[config.mk]
export PLATFORM = sky130hd
export DESIGN_NAME = fft_stage_sequencer
export DESIGN_NICKNAME = d
export VERILOG_FILES = /design/src/rtl/fft_pkg.sv /design/src/rtl/fft_twiddle_lut.sv /design/src/rtl/fft_stage_sequencer.sv
export SDC_FILE = /design/constraint.sdc
export NUM_CORES = 1
export LEC_CHECK = 0
export BUFFER_PORTS_ARGS = -buffer_cell sky130_fd_sc_hd__buf_2
export CORE_MARGIN = 2
export CORE_UTILIZATION = 53
export DETAILED_ROUTE_END_ITERATION = 8
export MAX_ROUTING_LAYER = met4
export PLACE_DENSITY = 0.79
export SLEW_MARGIN = 20
export SYNTH_ARGS = -nofsm -noshare
export SYNTH_HDL_FRONTEND = slang
export SYNTH_SLANG_ARGS = --single-unit
export TNS_END_PERCENT = 5
[constraint.sdc]
create_clock -name i_clk -period 3.65 [get_ports i_clk]
set_input_delay 0.365 -clock i_clk [delete_from_list [all_inputs] [get_ports i_clk]]
set_output_delay 0.365 -clock i_clk [all_outputs]
set_load 0.005 [all_outputs]
[src/rtl/fft_pkg.sv]
// rtl/fft_pkg.sv - shared state codes, twiddle magnitude codes and bit reversal for the FFT sequencer
package fft_pkg;

    typedef logic [2:0] fft_state_t;

    localparam fft_state_t ST_IDLE   = 3'd0;
    localparam fft_state_t ST_LOAD   = 3'd1;
    localparam fft_state_t ST_BF_RD  = 3'd2;
    localparam fft_state_t ST_BF_WR  = 3'd3;
    localparam fft_state_t ST_UN_RD  = 3'd4;
    localparam fft_state_t ST_UN_VAL = 3'd5;
    localparam fft_state_t ST_DONE   = 3'd6;

    localparam logic [1:0] TW_ZERO = 2'b00;
    localparam logic [1:0] TW_HALF = 2'b01;
    localparam logic [1:0] TW_ONE  = 2'b10;

    // Reverses the low w bits of v; bits at and above w come back as 0.
    function automatic logic [7:0] bitrev(input logic [7:0] v, input int w);
        logic [7:0] r;
        r = '0;
        for (int i = 0; i < 8; i++) begin
            if (i < w) r[i] = v[w-1-i];
        end
        return r;
    endfunction

endpackage

[src/rtl/fft_twiddle_lut.sv]
// rtl/fft_twiddle_lut.sv - W^k8 = exp(-j*2*pi*k8/8) as magnitude/sign codes for k8 in 0..3
module fft_twiddle_lut
    import fft_pkg::*;
(
    input  logic [1:0] k8_i,
    output logic [1:0] re_mag_o,
    output logic       re_neg_o,
    output logic [1:0] im_mag_o,
    output logic       im_neg_o
);

    always_comb begin
        re_mag_o = TW_ZERO;
        re_neg_o = 1'b0;
        im_mag_o = TW_ZERO;
        im_neg_o = 1'b0;
        case (k8_i)
            2'd0: begin
                re_mag_o = TW_ONE;
            end
            2'd1: begin
                re_mag_o = TW_HALF;
                im_mag_o = TW_HALF;
                im_neg_o = 1'b1;
            end
            2'd2: begin
                im_mag_o = TW_ONE;
                im_neg_o = 1'b1;
            end
            default: begin
                re_mag_o = TW_HALF;
                re_neg_o = 1'b1;
                im_mag_o = TW_HALF;
                im_neg_o = 1'b1;
            end
        endcase
    end

endmodule

[src/rtl/fft_stage_sequencer.sv]
// rtl/fft_stage_sequencer.sv - in-place radix-2 DIT FFT controller: bit-reversed load, butterfly stages, unload
module fft_stage_sequencer
    import fft_pkg::*;
#(
    parameter int LOG2N = 3
) (
    input  logic             i_clk,
    input  logic             i_rst_n,
    input  logic             i_start,
    input  logic             i_abort,
    input  logic             i_in_valid,
    output logic             o_in_ready,
    output logic             o_out_valid,
    input  logic             i_out_ready,
    output logic [LOG2N-1:0] o_out_idx,
    output logic [LOG2N-1:0] o_ram_raddr_a,
    output logic [LOG2N-1:0] o_ram_raddr_b,
    output logic             o_ram_we,
    output logic [LOG2N-1:0] o_ram_waddr_a,
    output logic [LOG2N-1:0] o_ram_waddr_b,
    output logic             o_wsel,
    output logic [1:0]       o_tw_re_mag,
    output logic             o_tw_re_neg,
    output logic [1:0]       o_tw_im_mag,
    output logic             o_tw_im_neg,
    output logic             o_busy,
    output logic             o_done
);

    localparam int AW = LOG2N;
    localparam int N  = 1 << LOG2N;

    fft_state_t    state_q, state_d;
    logic [AW-1:0] cnt_q, cnt_d;
    logic [AW-1:0] bf_q, bf_d;
    logic [1:0]    stage_q, stage_d;
    logic [5:0]    tw_q, tw_d;

    logic [1:0]    k8_d;
    logic [1:0]    lut_re_mag, lut_im_mag;
    logic          lut_re_neg, lut_im_neg;
    logic [AW-1:0] top_addr, bot_addr;

    function automatic logic [AW-1:0] bf_top(input logic [1:0] s, input logic [AW-1:0] b);
        logic [AW-1:0] half_m1;
        half_m1 = (AW'(1) << s) - AW'(1);
        return ((b >> s) << (s + 2'd1)) | (b & half_m1);
    endfunction

    // j << (LOG2N-1-s) << (3-LOG2N) collapses to j << (2-s) for either legal LOG2N.
    function automatic logic [1:0] bf_k8(input logic [1:0] s, input logic [AW-1:0] b);
        logic [AW-1:0] half_m1;
        logic [2:0]    j3;
        half_m1 = (AW'(1) << s) - AW'(1);
        j3      = 3'(b & half_m1);
        return 2'(j3 << (2'd2 - s));
    endfunction

    assign top_addr = bf_top(stage_q, bf_q);
    assign bot_addr = top_addr + (AW'(1) << stage_q);
    assign k8_d     = bf_k8(stage_d, bf_d);

    fft_twiddle_lut u_twiddle_lut (
        .k8_i     (k8_d),
        .re_mag_o (lut_re_mag),
        .re_neg_o (lut_re_neg),
        .im_mag_o (lut_im_mag),
        .im_neg_o (lut_im_neg)
    );

    always_comb begin
        state_d = state_q;
        cnt_d   = cnt_q;
        bf_d    = bf_q;
        stage_d = stage_q;
        case (state_q)
            ST_IDLE: begin
                if (i_start) begin
                    state_d = ST_LOAD;
                    cnt_d   = '0;
                end
            end
            ST_LOAD: begin
                if (i_in_valid) begin
                    if (cnt_q == AW'(N-1)) begin
                        state_d = ST_BF_RD;
                        cnt_d   = '0;
                        stage_d = '0;
                        bf_d    = '0;
                    end else begin
                        cnt_d = cnt_q + AW'(1);
                    end
                end
            end
            ST_BF_RD: state_d = ST_BF_WR;
            ST_BF_WR: begin
                state_d = ST_BF_RD;
                if (bf_q == AW'(N/2-1)) begin
                    bf_d = '0;
                    if (stage_q == 2'(LOG2N-1)) begin
                        state_d = ST_UN_RD;
                        stage_d = '0;
                        cnt_d   = '0;
                    end else begin
                        stage_d = stage_q + 2'd1;
                    end
                end else begin
                    bf_d = bf_q + AW'(1);
                end
            end
            ST_UN_RD: state_d = ST_UN_VAL;
            ST_UN_VAL: begin
                if (i_out_ready) begin
                    if (cnt_q == AW'(N-1)) begin
                        state_d = ST_DONE;
                        cnt_d   = '0;
                    end else begin
                        state_d = ST_UN_RD;
                        cnt_d   = cnt_q + AW'(1);
                    end
                end
            end
            ST_DONE: state_d = ST_IDLE;
            default: state_d = ST_IDLE;
        endcase
        if (i_abort) begin
            state_d = ST_IDLE;
            cnt_d   = '0;
            bf_d    = '0;
            stage_d = '0;
        end
    end

    // Twiddles are loaded on the edge entering BF_RD so they are already valid there.
    always_comb begin
        tw_d = '0;
        if (state_d == ST_BF_RD || state_d == ST_BF_WR) begin
            tw_d = {lut_re_mag, lut_re_neg, lut_im_mag, lut_im_neg};
        end
    end

    always_ff @(posedge i_clk or negedge i_rst_n) begin
        if (!i_rst_n) begin
            state_q <= ST_IDLE;
            cnt_q   <= '0;
            bf_q    <= '0;
            stage_q <= '0;
            tw_q    <= '0;
        end else begin
            state_q <= state_d;
            cnt_q   <= cnt_d;
            bf_q    <= bf_d;
            stage_q <= stage_d;
            tw_q    <= tw_d;
        end
    end

    always_comb begin
        o_in_ready    = 1'b0;
        o_out_valid   = 1'b0;
        o_out_idx     = '0;
        o_ram_raddr_a = '0;
        o_ram_raddr_b = '0;
        o_ram_we      = 1'b0;
        o_ram_waddr_a = '0;
        o_ram_waddr_b = '0;
        o_wsel        = 1'b0;
        o_done        = 1'b0;
        case (state_q)
            ST_LOAD: begin
                o_in_ready    = 1'b1;
                o_ram_we      = i_in_valid & ~i_abort;
                o_ram_waddr_a = AW'(bitrev(8'(cnt_q), LOG2N));
            end
            ST_BF_RD: begin
                o_ram_raddr_a = top_addr;
                o_ram_raddr_b = bot_addr;
            end
            ST_BF_WR: begin
                o_ram_raddr_a = top_addr;
                o_ram_raddr_b = bot_addr;
                o_ram_we      = ~i_abort;
                o_wsel        = 1'b1;
                o_ram_waddr_a = top_addr;
                o_ram_waddr_b = bot_addr;
            end
            ST_UN_RD: begin
                o_ram_raddr_a = cnt_q;
            end
            ST_UN_VAL: begin
                o_ram_raddr_a = cnt_q;
                o_out_valid   = 1'b1;
                o_out_idx     = cnt_q;
            end
            ST_DONE: o_done = 1'b1;
            default: ;
        endcase
    end

    assign o_busy      = (state_q != ST_IDLE);
    assign o_tw_re_mag = tw_q[5:4];
    assign o_tw_re_neg = tw_q[3];
    assign o_tw_im_mag = tw_q[2:1];
    assign o_tw_im_neg = tw_q[0];

endmodule

# Yosys cells after proc, flatten, opt, wreduce, memory -nomap -nowiden

Index checks and enable logic that the tools add are counted.

Eq/ne operators: 18
Add/subtract/negate cells: 7
Bitwise operators: 5
Multiplexer cells: 43
Divide/modulo/power cells: 0
Shift operators: 5
Multiply operators: 0
Magnitude comparators: 0
Reduce and logical (&&, ||, !) cells: 9

Operators with widths:

| cell                  | count |
|---|---|
| $mux W3               | 21 |
| $pmux W3 S2           | 3 |
| $pmux W3 S6           | 1 |
| $eq A3 B2 Y1 const B  | 5 |
| $ne A3 B3 Y1 const B  | 5 |
| $eq A3 B3 Y1 const B  | 4 |
| $mux W2               | 6 |
| $pmux W2 S2           | 3 |
| $pmux W3 S4           | 1 |
| $add A3 B1 Y3 const B | 2 |
| $and A3 B3 Y3         | 2 |
| $mux W1               | 6 |
| $mux W6               | 1 |
| $reduce_and A6 Y1     | 1 |
| $shl A1 B2 Y3 const A | 2 |
| $sub A3 B2 Y3 const B | 2 |
| $reduce_bool A5 Y1    | 1 |
| $eq A2 B2 Y1 const B  | 2 |
| $reduce_or A2 Y1      | 2 |
| $add A3 B3 Y3         | 1 |
| $eq A3 B1 Y1 const B  | 1 |
| $logic_not A3 Y1      | 1 |
| $or A3 B3 Y3          | 1 |
| $reduce_bool A3 Y1    | 1 |
| 12 further kinds      | 12 |

Bits in read-only memories: 0
Memory bits (writable): 0
Register bits: 17
Latch bits: 0
Memories kept: 0
Input port bits: 6
Output and inout bits: 27
Logic and storage cells: 92

# Depth between registers and ports, before layout

Gate-level depths: netlist (run 1).

Depth after elaboration: 13
Depth in mapped cells: 12
Depth with buffers taken out: 12

# By module

Synthesis (run 1) repeated with hierarchy kept, for this count alone.

Cell total of the unflattened synthesis: 155
Area total of the unflattened synthesis: 1376.3 um^2

Modules (own cells, without submodules):

| module              | instances | area an instance (um^2) | seq. area each (um^2) | cells each |
|---|---|---|---|---|
| fft_stage_sequencer | 1         | 1341.3                  | 425.4                 | 149 |
| fft_twiddle_lut     | 1         | 35.0                    | 0.0                   | 6 |

# Least setup slack after synthesis (run 1)

Ideal clock, no wire load.

Path kind: reg-to-reg
From: register cnt_q[0]
To: register tw_q[3]
Data required time: 3.577 ns
Library setup time: 0.073 ns
Arrival time: 2.708 ns
Period minus slack after synthesis: 2.781 ns
Path slack: 0.869 ns
Cell stages (with the launch flop): 13
Path buffers: 0
Cell sequence: dfrtp_1 -> ha_1 -> ha_1 -> a21o_1 -> o211ai_1 -> a22oi_1 -> nor2_1 -> inv_1 -> ha_1 -> inv_1 -> or4b_4 -> or2_1 -> nor2_1

Cells in the longest elaborated chain, start to end: 13
Elaborated cells between the ends (all ways): 29
Classes of those cells: add/sub (2); eq/ne (5); shift (2); mux (16); bitwise (1); reduce/logical (3)

Ends and longest elaborated chain:

| element                                    | RTL line                   | source |
|---|---|---|
| from (decl)                                | fft_stage_sequencer.sv:34  | `logic [AW-1:0] cnt_q, cnt_d;` |
| from (signal assigned)                     | fft_stage_sequencer.sv:151 | `cnt_q <= cnt_d;` |
| $eq A3 B3 Y1 *                             | fft_stage_sequencer.sv:85  | `if (cnt_q == AW'(N-1)) begin` |
| $mux W2 *                                  | fft_stage_sequencer.sv:85  |  |
| $mux W2 *                                  | fft_stage_sequencer.sv:84  | `if (i_in_valid) begin` |
| $pmux W2 S2 *                              | fft_stage_sequencer.sv:76  | `case (state_q)` |
| $mux W2 *                                  | fft_stage_sequencer.sv:126 | `if (i_abort) begin` |
| named net stage_d[0]                       | fft_stage_sequencer.sv:36  | `logic [1:0] stage_q, stage_d;` |
| $shl A1 B2 Y3                              | fft_stage_sequencer.sv:54  | `half_m1 = (AW'(1) << s) - AW'(1);` |
| $sub A3 B2 Y3                              | fft_stage_sequencer.sv:54  |  |
| $and A3 B3 Y3                              | fft_stage_sequencer.sv:55  | `j3 = 3'(b & half_m1);` |
| $shl A3 B2 Y2 *                            | fft_stage_sequencer.sv:56  | `return 2'(j3 << (2'd2 - s));` |
| $eq A2 B1 Y1, or another cell as far along | fft_twiddle_lut.sv:17      | `case (k8_i)` |
| $reduce_or A3 Y1 (no source line) *        | --                         |  |
| $mux W1 *                                  | fft_twiddle_lut.sv:17      |  |
| $mux W6 *                                  | fft_stage_sequencer.sv:137 | `if (state_d == ST_BF_RD \|\| state_d == ST_BF_WR) begin` |
| named net tw_d[3]                          | fft_stage_sequencer.sv:37  | `logic [5:0] tw_q, tw_d;` |
| to (signal assigned)                       | fft_stage_sequencer.sv:154 | `tw_q <= tw_d;` |
| to (decl)                                  | fft_stage_sequencer.sv:37  |  |

The timed path passes the listed nets; every way through them passes the cells marked *.
A chain may end at the register's enable or synchronous reset.

# Final worst setup path (run 1)

From: register stage_q[0]
To: output port o_ram_raddr_b[2]

Cells in the longest elaborated chain, start to end: 6
Elaborated cells between the ends (all ways): 9
Classes of those cells: add/sub (3); shift (3); mux (1); bitwise (2)

Ends and longest elaborated chain:

| element                | RTL line                                             | source |
|---|---|---|
| from (decl)            | fft_stage_sequencer.sv:36                            |  |
| from (signal assigned) | fft_stage_sequencer.sv:153                           | `stage_q <= stage_d;` |
| $shl A1 B2 Y3          | fft_stage_sequencer.sv:46, fft_stage_sequencer.sv:60 |  |
| $sub A3 B2 Y3          | fft_stage_sequencer.sv:46                            | `half_m1 = (AW'(1) << s) - AW'(1);` |
| $and A3 B3 Y3          | fft_stage_sequencer.sv:47                            | `return ((b >> s) << (s + 2'd1)) \| (b & half_m1);` |
| $or A3 B3 Y3           | fft_stage_sequencer.sv:47                            |  |
| $add A3 B3 Y3 *        | fft_stage_sequencer.sv:60                            | `assign bot_addr = top_addr + (AW'(1) << stage_q);` |
| $mux W3 *              | fft_stage_sequencer.sv:169                           | `case (state_q)` |
| to (decl)              | fft_stage_sequencer.sv:17                            | `output logic [LOG2N-1:0] o_ram_raddr_b,` |

Mark *: on every way between the ends. The rest lies on a longest branch, timed or not.

==> flow_summary.ini, run 1 <==
[route]
ant_nets = 0
drc = 0
first_iter_violations = 43
drt-pass1-iter-count = 4
vias = 1272
routed_via_density = 5.70
routed_wl_um = 3220
wl_per_cell_um = 14.4

[worst_setup_path]
reg2reg_from = cnt_q[0]
reg2reg_depth = 12
slowest_stage = dfrtp_1
crit_fanout = 7
crit_type = reg -> out
r2r-end = tw_q[3]
cp_top_family = adder cells
end_kind = primary output
crit_path_cell_trace = inv_1, ha_1, o32ai_1, ha_1, inv_1, fa_1, xnor2_1, xnor2_1, nor2b_1, buf_2
critPathMaxStageDelay_ns = 0.49
worstSetupStartpointType = flip-flop
critPathBufInv = 3
required_ns = 3.28
r2r_slack_ns = 0.52
worstPathArrival_ns = 2.94

[placement]
place.gp.congestion = 0.871
hpwlAfterDp_um = 2420
portBuffers = 32
pre_cts_slack_ns = 0.579
postPlaceCellArea_mm2 = 0.00150

[clocking]
h-tree-depth = 1
cts_repair_resize_count = 0
cts_tree = done
cts_buffers = 3
cts_sinks = 16
clk_pin_slew_ns = 0.11
post_cts_buffers = 0
root_buffer = clkbuf_4
clockBufferDepth = 2
insertion_delay_ns = 0.31

[sta]
slew-limit-headroom_pct = 64.8
fin_crit_sh_pct = 90.5
rsz0062_at_grt = no
setup_viol = 0
setup_slack_ns = 0.348
fin_setup_tns_ns = 0
hold_viol_final = 0
fmaxAchievable_ghz = 0.303
finClkSkew_ns = 0.0152
slew_violations = 0
fin_crit_ns = 3.30
worst_slew_pin_slew_ns = 0.529

[pwr]
clkPwrFrac_pct = 36.8
pwr-share-seq_pct = 54.7
power.leakage_nw = 0.775
power.density_mw_per_mm2 = 216
switchingPower_w = 0.0000827
p_int_w = 0.000251
pwr-share-comb_pct = 8.4
ir_drop_v = 0.000220
netSwitchingFraction_pct = 24.8

[grt]
grt_pass1_wl_um = 5350
grt_pass1_vias = 1189
grtUsageTotal_pct = 26.0
grt.overflow.total = 0
antenna_found_initial = 0
grt_start_max_net_pins = 19

[yosys]
synthAdderAreaFrac_pct = 14.8
netlist.area_leader.share_pct = 30.3
yosys_warnings = 0
synth_compound_area_share_pct = 16.3
synthXorXnorAreaFrac_pct = 2.65
syn_nets = 182
synth_top_family_by_area = simple AND/OR/NAND/NOR gates
yosys.area_share.simple_pct = 28.4
yosys-mux-area-fraction_pct = 2.65
yosysSeqAreaShare_pct = 30.3
synth_seq_cells = 16
ys_top_cells_by_area = dfrtp_1 30%, ha_1 13%, nor2_1 6.8%
syn_area_mm2 = 0.00132
ys_types = 41
synth_top_area_cell = dfrtp_1
synthCells = 161
syn_avg_cell_area_um2 = 8.21

[status]
outcome = complete, no violations

[min_path]
hold_end = state_q[0]
hold_class = in -> reg
min_path_cells = 4
min-delay-start = i_out_ready

[floorplan]
die-width_um = 54.0
num_io_pins = 33
row_count = 18
dieArea_mm2 = 0.00291
core_area_mm2 = 0.00241
start_util_pct = 54.9
chipHeight_um = 54.0

[cells_and_area]
syn_to_final_growth_pct = 16.6
fin_area_mm2 = 0.00154
drive_gt1_share_pct = 20.2
nets = 215
antenna_cells = 0

[job]
cap_violations = 0
==> cells in the final DEF (no fill, tap or decap), types with 3 or more instances in the layout <==
cell type and count:
nor2_1 24, nor2b_1 4, inv_1 11, ha_1 14, and2b_1 3, buf_2 32, and3_1 3, nor3_1 7
and2_1 3, xnor2_1 3, o21ai_0 7, clkbuf_4 3, nand2_1 12, dfrtp_1 16, nand2b_1 4, a22oi_1 4
a21oi_1 12
==> final cells by class <==
cell class | instances | area [µm²]
fill | 211 | 868
multi-input combinational | 129 | 856
sequential | 16 | 400
timing repair buffer | 33 | 170
inverter | 11 | 41.3
tap | 30 | 37.5
clock buffer | 4 | 36.3
==> power by group through the flow <==
stage | combinational (W) | clock (W) | sequential, W
3_3_place_gp | 0.0000264 | 0 | 0.000186
5_1_grt | 0.0000321 | 0.000129 | 0.000183
4_1_cts | 0.0000284 | 0.000124 | 0.000182
3_5_place_dp | 0.0000271 | 0 | 0.000186
2_1_floorplan | 0.0000167 | 0 | 0.000184
6_report | 0.0000282 | 0.000123 | 0.000182
==> synth_stat cells <==
cell type and number:
nor2_1 24, dfrtp_1 16, ha_1 14, a21oi_1 12, nand2_1 12, inv_1 11
nor3_1 7, o21ai_0 7, a22oi_1 4, nand2b_1 4, nor2b_1 4, and2_1 3
and2b_1 3, and3_1 3, xnor2_1 3, a21o_1 2, buf_2 2, clkbuf_1 2
mux2i_1 2, nand3_1 2, nand4_1 2, o211ai_1 2, or3_1 2, a211oi_1 1
a31oi_1 1, a32o_1 1, a32oi_1 1, a41oi_1 1, buf_4 1, fa_1 1
mux2_4 1, nand3b_1 1, nand4b_1 1, o211a_1 1, o32ai_1 1, or2_1 1
or2_2 1, or4_1 1, or4b_1 1, or4b_4 1, xor2_1 1
==> worst min-delay path, delay by kind of cell <==
family / cells / cell delay (ns)
AOI/OAI and AO/OA: 3 / 0.20
buffers and inverters: 1 / 0.09
==> repair_timing <==
item,in CTS,in global routing
hold buffers,1,0
hold endpoints to repair,16,0
endpoints found under the setup margin,0,0
==> how the worst max path moves through the flow <==
stage,start,to,slack (ns),cells past startpoint
final,stage_q[0],o_ram_raddr_b[2],0.35,10
after global routing,stage_q[0],o_ram_raddr_b[2],0.14,10
after CTS,stage_q[0],o_ram_raddr_b[2],0.36,10
after detailed placement,cnt_q[0],tw_q[3],0.58,12
after global placement,cnt_q[0],tw_q[3],0.61,12
after floorplan,cnt_q[0],tw_q[3],0.87,12
==> per-stage QoR <==
stage | instances | util [%] | hold slack, ns | power [W]
floorplan | 161 | - | 0.0694 | 0.000200
global placement | 218 | 62.0 | 0.293 | 0.000212
detailed placement | 218 | 62.0 | 0.306 | 0.000213
CTS | 223 | 64.0 | 0.384 | 0.000335
global route | 223 | 64.0 | 0.412 | 0.000344
finish | 223 | 64.0 | 0.378 | 0.000333
==> logic make-up after synthesis <==
logic type / Yosys count
buffers and inverters: 16
multiplexers: 3
XOR/XNOR: 4
AND/OR/NAND/NOR: 73
adder cells (fa/ha/maj): 15
AO/OA/AOI/OAI: 34
flip-flops: 16
==> routing by layer <==
metal	routed length, µm	up-vias	part of all wire [%]	global-route usage, %
li1	-	624	-	-
met1	1500	600	47	33.7
met2	1520	43	47	43.5
met3	142	5	4.4	1.67
met4	47	0	1.5	7.69
met5	0	-	0	-
==> flip-flops by register name (all words and copies together) (netlist names) <==
| name | cells |
|---|---|
| bf_q | 3 |
| cnt_q | 3 |
| stage_q | 2 |
| state_q | 3 |
| tw_q | 5 |
Power figures use the tool's default switching activity.
==> run 2, diff against run 1 <==
--- a/config.mk
+++ b/config.mk
@@ -11,6 +11,7 @@
 export DETAILED_ROUTE_END_ITERATION = 8
 export MAX_ROUTING_LAYER = met4
 export PLACE_DENSITY = 0.79
+export REMOVE_ABC_BUFFERS = 1
 export SLEW_MARGIN = 20
 export SYNTH_ARGS = -nofsm -noshare
 export SYNTH_HDL_FRONTEND = slang
==> run 2 against run 1 <==
Compared with the run above:
- total power fell by 1.1%
- register-to-register slack barely moved
- maximum frequency rose by 0.61%
- cell area did not move
- critical path depth did not move
- critical path type unchanged
- critical endpoint unchanged
- largest power group unchanged
==> flow_summary.ini, run 2 (synthesis gave the netlist of run 1 again) <==
[pwr]
power.leakage_nw = 0.775
power.density_mw_per_mm2 = 214
ir_drop_v = 0.000252

[floorplan]
chipHeight_um = 54.0
dieArea_mm2 = 0.00291
start_util_pct = 54.9
die-width_um = 54.0
row_count = 18
core_area_mm2 = 0.00241
num_io_pins = 33

[placement]
hpwlAfterDp_um = 2430
place.gp.congestion = 0.804
dpl.cell_count = 218
portBuffers = 32
pre_cts_slack_ns = 0.551

[worst_setup_path]
worstPathArrival_ns = 2.92
end_kind = primary output
slowest_stage = dfrtp_1
crit_fanout = 7
required_ns = 3.28
cp_top_family = adder cells
crit_path_cell_trace = inv_1, ha_1, o32ai_1, ha_1, inv_1, fa_1, xnor2_1, xnor2_1, nor2b_1, buf_2
critPathBufInv = 3
crit_type = reg -> out
worstSetupStartpointType = flip-flop
critPathMaxStageDelay_ns = 0.49

[sta]
slew-limit-headroom_pct = 63.3
fin_crit_ns = 3.28
fmaxAchievable_ghz = 0.305
worst_slew_pin_slew_ns = 0.551
setup_viol = 0
finClkSkew_ns = 0.00585
rsz0062_at_grt = no
setup_slack_ns = 0.368
hold_viol_final = 0
slew_violations = 0
fin_crit_sh_pct = 89.9
fin_setup_tns_ns = 0
whs_ns = 0.392

[cells_and_area]
syn_to_final_growth_pct = 16.6
antenna_cells = 0
stdcell_count = 223
post-route-util_pct = 64.0
mostFrequentLayoutCells = 32 x buf_2, 24 x nor2_1, 16 x dfrtp_1, 14 x ha_1
layout_commonest_cell = buf_2
largest_reg_flops = 5
drive_gt1_share_pct = 20.2
nets = 215
largest_register = tw_q

[grt]
grt_use_met1_pct = 32.7
grt-busiest-layer = met2
antenna_found_initial = 0
grt_pass1_vias = 1190
use_met2_pct = 42.7
grtUsageTotal_pct = 25.2
grt_start_max_net_pins = 19
grt_pass1_wl_um = 5260
grt.overflow.total = 0
grtUsageMet3_pct = 2.22

[clocking]
h-tree-depth = 1
clockBufferDepth = 2
cts_tree = done
insertion_delay_ns = 0.29
clk_pin_slew_ns = 0.10
cts_sinks = 16
cts_buffers = 3
root_buffer = clkbuf_4

[route]
wl_per_cell_um = 14.2
routed_via_density = 5.73
routed_wl_um = 3160
drc = 0
vias = 1277
first_iter_violations = 30
ant_nets = 0
drt-pass1-iter-count = 4

[min_path]
hold_class = in -> reg

[job]
cap_violations = 0

[status]
outcome = complete, no violations
[run 2: cell counts in the layout (fill, tap and decap cells not counted)]
No cell type changed its count.
[run 2: final cells by class]
cell class	count	area (µm²)
multi-input cells	129	856
repair buffers	33	170
inverters	11	41.3
flip-flops and latches	16	400
well taps	30	37.5
clock buffers	4	36.3
fillers	221	868
[run 2: path summary, 6_finish.rpt]
path	startpoint	endpoint	slack, ns	cells after the start
hold reg to reg	cnt_q[1]	cnt_q[1]	0.60	2
setup / recovery	stage_q[0]	o_ram_raddr_b[2]	0.37	10
hold / removal	i_out_ready	state_q[0]	0.39	4
max in group asynchronous	i_rst_n	tw_q[2]	2.84	2
setup reg to reg	cnt_q[0]	tw_q[3]	0.52	12
min in group asynchronous	i_rst_n	tw_q[0]	0.54	2
[run 2: stage by stage]
| step | total power, W | cell area (µm²) |
|---|---|---|
| floorplan | 0.000199 | 1300 |
| global placement | 0.000212 | 1500 |
| detailed placement | 0.000214 | 1500 |
| CTS | 0.000330 | 1540 |
| global route | 0.000342 | 1540 |
| finish | 0.000330 | 1540 |
[run 2: worst reg2reg max path, delay by kind of cell, from the launching register on]
family	cells	cell delay (ns)
flip-flops	1	0.45
buffers and inverters	2	0.13
AND/OR/NAND/NOR	4	1.12
AO/OA/AOI/OAI	3	0.55
adder cells (fa/ha/maj)	3	0.81
[run 2: metal layers]
metal | part of all wire (%) | routed length [µm] | vias to the layer above
li1 | - | - | 624
met2 | 49 | 1560 | 43
met1 | 46 | 1450 | 606
met3 | 4.3 | 137 | 4
met4 | 0.54 | 17 | 0
met5 | 0 | 0 | -
[run 2: repair_timing]
action	CTS	global route
buffers inserted	0	0
gates resized for setup	0	0
hold buffers	1	0
hold endpoints to repair	16	0
[run 2: power breakdown]
group          switching, W  internal [W]
Sequential       0.00000400      0.000179
Clock             0.0000573     0.0000608
Combinational     0.0000178     0.0000110
Total             0.0000791      0.000251
